**src/rtl/bias_out_axis_packer.sv**
```systemverilog
// Packs PACK consecutive bias-add output vectors into one wide AXI4-Stream word,
// with TLAST marking the final word of each D-element frame.
module bias_out_axis_packer #(
    parameter int TILE_SIZE  = 4,
    parameter int DATA_WIDTH = 16,
    parameter int PACK       = 4,
    parameter int D          = 256,
    parameter int OUT_W      = PACK * TILE_SIZE * DATA_WIDTH,
    parameter int WORDS      = D / (TILE_SIZE * PACK)
) (
    input  logic                            clk,
    input  logic                            rst_n,
    input  logic                            in_valid,
    output logic                            in_ready,
    input  logic [TILE_SIZE*DATA_WIDTH-1:0] in_vec,
    output logic                            m_axis_TVALID,
    input  logic                            m_axis_TREADY,
    output logic [OUT_W-1:0]                m_axis_TDATA,
    output logic                            m_axis_TLAST,
    output logic                            frame_done,
    output logic [$clog2(WORDS)-1:0]        word_cnt
);

    localparam int VEC_W = TILE_SIZE * DATA_WIDTH;
    localparam int SW    = $clog2(PACK + 1);
    localparam int WW    = $clog2(WORDS);
    localparam logic [SW-1:0] SLOT_FULL = SW'(PACK);
    localparam logic [SW-1:0] SLOT_LAST = SW'(PACK - 1);
    localparam logic [WW-1:0] WORD_LAST = WW'(WORDS - 1);

    logic [SW-1:0]    slot_cnt;
    logic [OUT_W-1:0] gather;
    logic             ready_en;

    logic             in_fire;
    logic             out_fire;
    logic             out_free;
    logic             load_direct;
    logic             load_full;
    logic             load;
    logic [OUT_W-1:0] load_word;
    logic [WW-1:0]    word_next;
    logic [WW-1:0]    load_idx;

    // ready_en keeps in_ready low throughout reset and for the release cycle
    assign in_ready    = ready_en && (slot_cnt != SLOT_FULL);
    assign in_fire     = in_valid && in_ready;
    assign out_fire    = m_axis_TVALID && m_axis_TREADY;
    assign out_free    = !m_axis_TVALID || out_fire;
    assign load_direct = in_fire && (slot_cnt == SLOT_LAST) && out_free;
    assign load_full   = (slot_cnt == SLOT_FULL) && out_free;
    assign load        = load_direct || load_full;
    assign word_next   = (word_cnt == WORD_LAST) ? '0 : word_cnt + WW'(1);
    // A word loaded while the old one leaves takes the following frame index
    assign load_idx    = out_fire ? word_next : word_cnt;

    always_comb begin
        load_word = gather;
        if (load_direct) begin
            load_word[(PACK-1)*VEC_W +: VEC_W] = in_vec;
        end
    end

    // A blocked closing beat is stored and the count steps on to FULL
    always_ff @(posedge clk or negedge rst_n) begin
        if (!rst_n) begin
            slot_cnt <= '0;
            gather   <= '0;
            ready_en <= 1'b0;
        end else begin
            ready_en <= 1'b1;
            if (load_full) begin
                slot_cnt <= '0;
            end else if (in_fire) begin
                if (load_direct) begin
                    slot_cnt <= '0;
                end else begin
                    for (int k = 0; k < PACK; k++) begin
                        if (slot_cnt == SW'(k)) begin
                            gather[k*VEC_W +: VEC_W] <= in_vec;
                        end
                    end
                    slot_cnt <= slot_cnt + SW'(1);
                end
            end
        end
    end

    always_ff @(posedge clk or negedge rst_n) begin
        if (!rst_n) begin
            m_axis_TVALID <= 1'b0;
            m_axis_TDATA  <= '0;
            m_axis_TLAST  <= 1'b0;
            frame_done    <= 1'b0;
            word_cnt      <= '0;
        end else begin
            frame_done <= out_fire && m_axis_TLAST;
            if (out_fire) begin
                word_cnt <= word_next;
            end
            if (load) begin
                m_axis_TVALID <= 1'b1;
                m_axis_TDATA  <= load_word;
                m_axis_TLAST  <= (load_idx == WORD_LAST);
            end else if (out_fire) begin
                m_axis_TVALID <= 1'b0;
                m_axis_TLAST  <= 1'b0;
            end
        end
    end

endmodule

```
**config.mk**
```make
export PLATFORM = sky130hd
export DESIGN_NAME = bias_out_axis_packer
export DESIGN_NICKNAME = d
export VERILOG_FILES = /design/src/rtl/bias_out_axis_packer.sv
export SDC_FILE = /design/constraint.sdc
export NUM_CORES = 1
export LEC_CHECK = 0
export CAP_MARGIN = 40
export CORE_MARGIN = 2
export CORE_UTILIZATION = 53
export CTS_CLUSTER_SIZE = 10
export DETAILED_ROUTE_END_ITERATION = 8
export PLACE_DENSITY_LB_ADDON = 0.05
export RECOVER_POWER = 50
export SETUP_SLACK_MARGIN = 0.15
export SLEW_MARGIN = 15
export SYNTH_ARGS = -nofsm -noshare
export SYNTH_HDL_FRONTEND = slang
export SYNTH_SLANG_ARGS = --single-unit
```
**constraint.sdc**
```tcl
create_clock -name clk -period 2.91 [get_ports clk]
set_input_delay 0.873 -clock clk [delete_from_list [all_inputs] [get_ports clk]]
set_output_delay 0.873 -clock clk [all_outputs]
set_load 0.1 [all_outputs]
```
=== Word-level counts from Yosys, hierarchy flattened ===
Index checks and enable logic that the tools add are counted.

* $add $sub $neg: 2
* Multipliers: 0
* Div/mod/pow operators: 0
* Magnitude comparators: 0
* Eq/ne operators: 7
* Shifts and indexed selects: 0
* Multiplexer cells: 9
* Bitwise logic cells: 2
* Reductions and logical operators: 17

{| class="wikitable"
|+ Operators with widths
! operator !! count
|-
| 64-bit 2-to-1 mux || 1
|-
| 4-bit AND reduction || 4
|-
| 3-bit 2-to-1 mux || 3
|-
| 4-bit == test (second input constant) || 2
|-
| 4-bit 2-to-1 mux || 2
|-
| 1-bit logical AND || 7
|-
| 3-bit by 2-bit == test with 1-bit output (second input constant) || 2
|-
| 4-bit by 1-bit adder with 4-bit output (second input constant) || 1
|-
| 2-bit nonzero test || 2
|-
| 3-bit by 1-bit adder with 3-bit output (second input constant) || 1
|-
| 3-bit by 1-bit == test with 1-bit output (second input constant) || 1
|-
| 3-bit == test (second input constant) || 1
|-
| 3-bit zero test || 1
|-
| 1-bit 2-to-1 mux || 3
|-
| 3-bit inequality test (second input constant) || 1
|-
| 1-bit logical OR || 2
|-
| 1-bit inverter || 2
|-
| 1-bit zero test || 1
|}

* Register bits: 523
* Bits in latches: 0
* Bits in writable memories: 0
* Memory bits (read-only): 0
* Bits of input ports: 68
* Output and inout bits: 264
* Word-level logic and storage cells: 48
* Memories: 0

=== Longest topological paths before layout ===
* Word-level depth: 8
* Mapped depth: 9
* Depth with buffers taken out: 6

=== Worst setup path before layout ===
No wires, ideal clock.

* Path kind: register to register
* From: register m_axis_TVALID
* To: register m_axis_TDATA[132]
* Library setup time: 0.128 ns
* Arrival time: 2.298 ns
* Data required time: 2.782 ns
* Path slack: 0.483 ns
* Stages on the path, launching flop included: 7
* Buffers on the path: 2
* Period minus slack after synthesis: 2.427 ns
* Cell sequence: dfrtp_1 > nor2b_2 > nor2_1 > nor2_2 > buf_4 > buf_4 > mux2_1

* Longest elaborated chain between the ends: 4
* Elaborated cells on any way between the ends: 6
* Classes of those cells: reduce/logical (6)

{| class="wikitable"
|+ RTL lines
! element !! line !! text
|-
| start: declaration || 16 || <nowiki>output logic m_axis_TVALID,</nowiki>
|-
| start signal: assignment || 91 || <nowiki>m_axis_TVALID <= 1'b0;</nowiki>
|-
| start signal: assignment || 102 || <nowiki>m_axis_TVALID <= 1'b1;</nowiki>
|-
| start signal: assignment || 106 || <nowiki>m_axis_TVALID <= 1'b0;</nowiki>
|-
| 1-bit zero test / 1-bit logical AND (equally long branches) || 49, 48 ||
|-
| 1-bit logical OR (*) || 49 || <nowiki>assign out_free = !m_axis_TVALID || out_fire;</nowiki>
|-
| 1-bit logical AND, on equally long branches || 50, 51 ||
|-
| 1-bit logical OR (*) || 52 || <nowiki>assign load = load_direct || load_full;</nowiki>
|-
| end signal: assignment || 103 || <nowiki>m_axis_TDATA <= load_word;</nowiki>
|-
| end: declaration || 18 || <nowiki>output logic [OUT_W-1:0] m_axis_TDATA,</nowiki>
|}

Mark *: on every way between the ends. The rest lies on a longest branch, timed or not.
A chain may end at the register's enable or synchronous reset.

=== Final worst setup path ===
* From: register slot_cnt[1]
* To: output in_ready

* Longest elaborated chain between the ends: 2

{| class="wikitable"
|+ RTL lines
! element !! line !! text
|-
| start: declaration || 31 || <nowiki>logic [SW-1:0] slot_cnt;</nowiki>
|-
| start signal: assignment || 83 || <nowiki>slot_cnt <= slot_cnt + SW'(1);</nowiki>
|-
| 3-bit inequality test || 46 || <nowiki>assign in_ready = ready_en && (slot_cnt != SLOT_FULL);</nowiki>
|-
| 1-bit logical AND || 46 ||
|-
| end: declaration || 14 || <nowiki>output logic in_ready,</nowiki>
|}

Every way passes these cells.

==> impl_metrics.ini <==
[sta]
clock_skew_ns = 0.0121
tightest_slew_ns = 1.80
slew_headroom = -0.198
final_hold_viol_count = 0
setup_tns_ns = 0
fmax_ghz = 0.371
worst_slack_ns = 0.214
drv_slew = 61
setup_viol = 0
min_period_ns = 2.70
rsz0062_at_grt = no
min_period_over_period = 0.926

[critical_path]
critPathSlowestCell = dfrtp_1
slowest_delay_ns = 0.40
crit_path_cell_trace = inv_1 -> ha_2 -> nand2_2 -> and2_1 -> buf_12
worstSetupPathDepth = 5
crit_family = flip-flops
critPathKind = reg2out
cp.arrival_ns = 1.82
cp.required_ns = 2.04
critPathMaxFanout = 4
r2r_cells = 8
startpoint_type = register
crit_buf_inv = 2
cp-end-kind = output port

[placed_design]
dp_hpwl_um = 30100
place_congestion = 0.771
pre_cts_slack_ns = -0.0233
numPortBuffers = 331
place_area_mm2 = 0.0237

[grt]
grt_overflow_total = 0
grt_pass1_vias = 12200
grt_pass1_wl_um = 70600
antenna_found_initial = 3
grt_use_total = 0.235
grt_max_degree = 90

[floorplan]
start_util = 0.534
num_rows = 71
dieWidth_um = 198
ios = 332
core_mm2 = 0.0373
dieArea_mm2 = 0.0392
fp.dieH_um = 198

[run_status]
violations = max-capacitance violations, max-slew violations
status = finished with violations

[clock_tree]
clock_sinks = 523
cts_tree = yes
cts_root_buf = clkbuf_16
htree_levels = 2
hold_buffers = 0
cts_made_buffers = 58
worstSkewPairLatency_ns = 0.59
cts_buffer_depth = 3
clk_pin_slew_worst_paths_ns = 0.05

[cells_and_area]
final_nets = 1735
area.growth.synth_to_final_pct = 25.3
fin_area_mm2 = 0.0250
drive_gt1_frac = 0.466
fillCellCount = 2804

[detailed_routing]
drcViolationCount = 0
first_pass_iters = 4
ant_nets = 0
drt-total-wl_um = 44700
vias = 11600
via_per_inst = 5.43
dr.first_iter.drc_count = 377
wire_per_inst_um = 20.9

[logic_synthesis]
synthCells = 1284
async_reset_ff_frac = 1.00
synth_area_mm2 = 0.0199
yosys.cell_types.count = 31
synth_edf_count = 0
synth.most_common_cell = dfrtp_1
synth_top_area_frac = 0.656
syn_nets = 1358
synth_largest_area_cell = dfrtp_1
synth_commonest_cells = dfrtp_1, mux2_2, inv_1
avgSynthCellArea_um2 = 15.5
yosys_warnings = 0
synthTopCellsByArea = dfrtp_1, mux2_2, mux2_1
ys_seq_area_frac = 0.656
ys_seq_elements = 523
synth_top_flop_cell = dfrtp_1

[worst_hold_path]
holdPathStages = 1
worstHoldPathType = reg2reg

[flow_run]
max_cap_viol_count = 1
==> area by class of cell <==
class	instances	area (um2)	area share
flip-flops and latches	523	13100	0.524
multi-input cells	624	6220	0.249
repair buffers	386	3270	0.131
clock buffers	67	1560	0.0624
well taps	474	593	0.0237
inverters	68	255	0.0102
diodes	1	2.50	0.000100
==> placed cells by master, fill, tap and decap left out, types with 10 or more instances in the layout <==
| cell | Yosys | final |
|---|---|---|
| a22oi_1 | 64 | 64 |
| buf_12 | 0 | 30 |
| buf_4 | 29 | 220 |
| clkbuf_1 | 9 | 10 |
| clkbuf_16 | 0 | 61 |
| clkbuf_2 | 0 | 62 |
| clkdlybuf4s50_1 | 0 | 64 |
| dfrtp_1 | 523 | 523 |
| inv_1 | 68 | 68 |
| mux2_1 | 59 | 59 |
| mux2_2 | 390 | 390 |
| o21ai_0 | 65 | 65 |
==> kinds of logic (layout without fill, tap and decap cells) <==
group,after synthesis,in the layout,share of synthesized area
fa+ha+maj,6,6,0.00377
compound gates,139,139,0.0442
other cells,1,2,0.000188
flops,523,523,0.656
mux,449,449,0.254
simple gates,28,28,0.00828
buf+inv,137,521,0.0330
xor+xnor,1,1,0.000439
==> metrics by stage <==
stage | util | hold slack [ns] | instances
floorplan | - | 0.454 | 1284
global placement | 0.634 | 0.464 | 2074
detailed placement | 0.634 | 0.474 | 2074
CTS | 0.676 | 0.239 | 2142
global route | 0.670 | 0.497 | 2142
finish | 0.670 | 0.480 | 2143
==> worst register-to-register path: stages, from the launching register on <==
cell      delay, ns
dfrtp_1        0.35
buf_4          0.14
ha_1           0.15
ha_1           0.25
inv_1          0.06
nor4b_1        0.52
nand2b_4       0.34
buf_12         0.24
mux2_2         0.38
==> per-layer routing <==
layer	GRT usage	vias to the layer above	part of all wire
met5	0	-	0
li1	-	5246	-
met2	0.377	270	0.48
met3	0.0678	61	0.069
met4	0.0755	0	0.022
met1	0.312	6070	0.43
==> flip-flops by register name (all words and copies together) (netlist names) <==
signal         cells
gather           256
m_axis_TDATA     256
word_cnt           4
slot_cnt           3
frame_done         1
m_axis_TLAST       1
m_axis_TVALID      1
ready_en           1
==> final timing paths <==
| kind | start | to | slack (ns) |
|---|---|---|---|
| worst max register to register | slot_cnt[0]$_DFFE_PN0P_ | m_axis_TDATA[55]$_DFFE_PN0P_ | 0.36 |
| worst min-delay path | gather[168]$_DFFE_PN0P_ | m_axis_TDATA[168]$_DFFE_PN0P_ | 0.48 |
| min in group asynchronous | rst_n | gather[216]$_DFFE_PN0P_ | 0.77 |
| max in group asynchronous | rst_n | m_axis_TDATA[108]$_DFFE_PN0P_ | 0.54 |
| worst max-delay path | slot_cnt[1]$_DFFE_PN0P_ | in_ready | 0.21 |
| worst min register to register | gather[168]$_DFFE_PN0P_ | m_axis_TDATA[168]$_DFFE_PN0P_ | 0.48 |
==> repair_timing <==
action,4_1_cts,5_1_grt
endpoints found under the setup margin,1,1
setup buffers,1,0
resized for setup,1,1
Power is not shown: default switching activity piles up to over one toggle a cycle in this logic, so the estimate is an artifact.
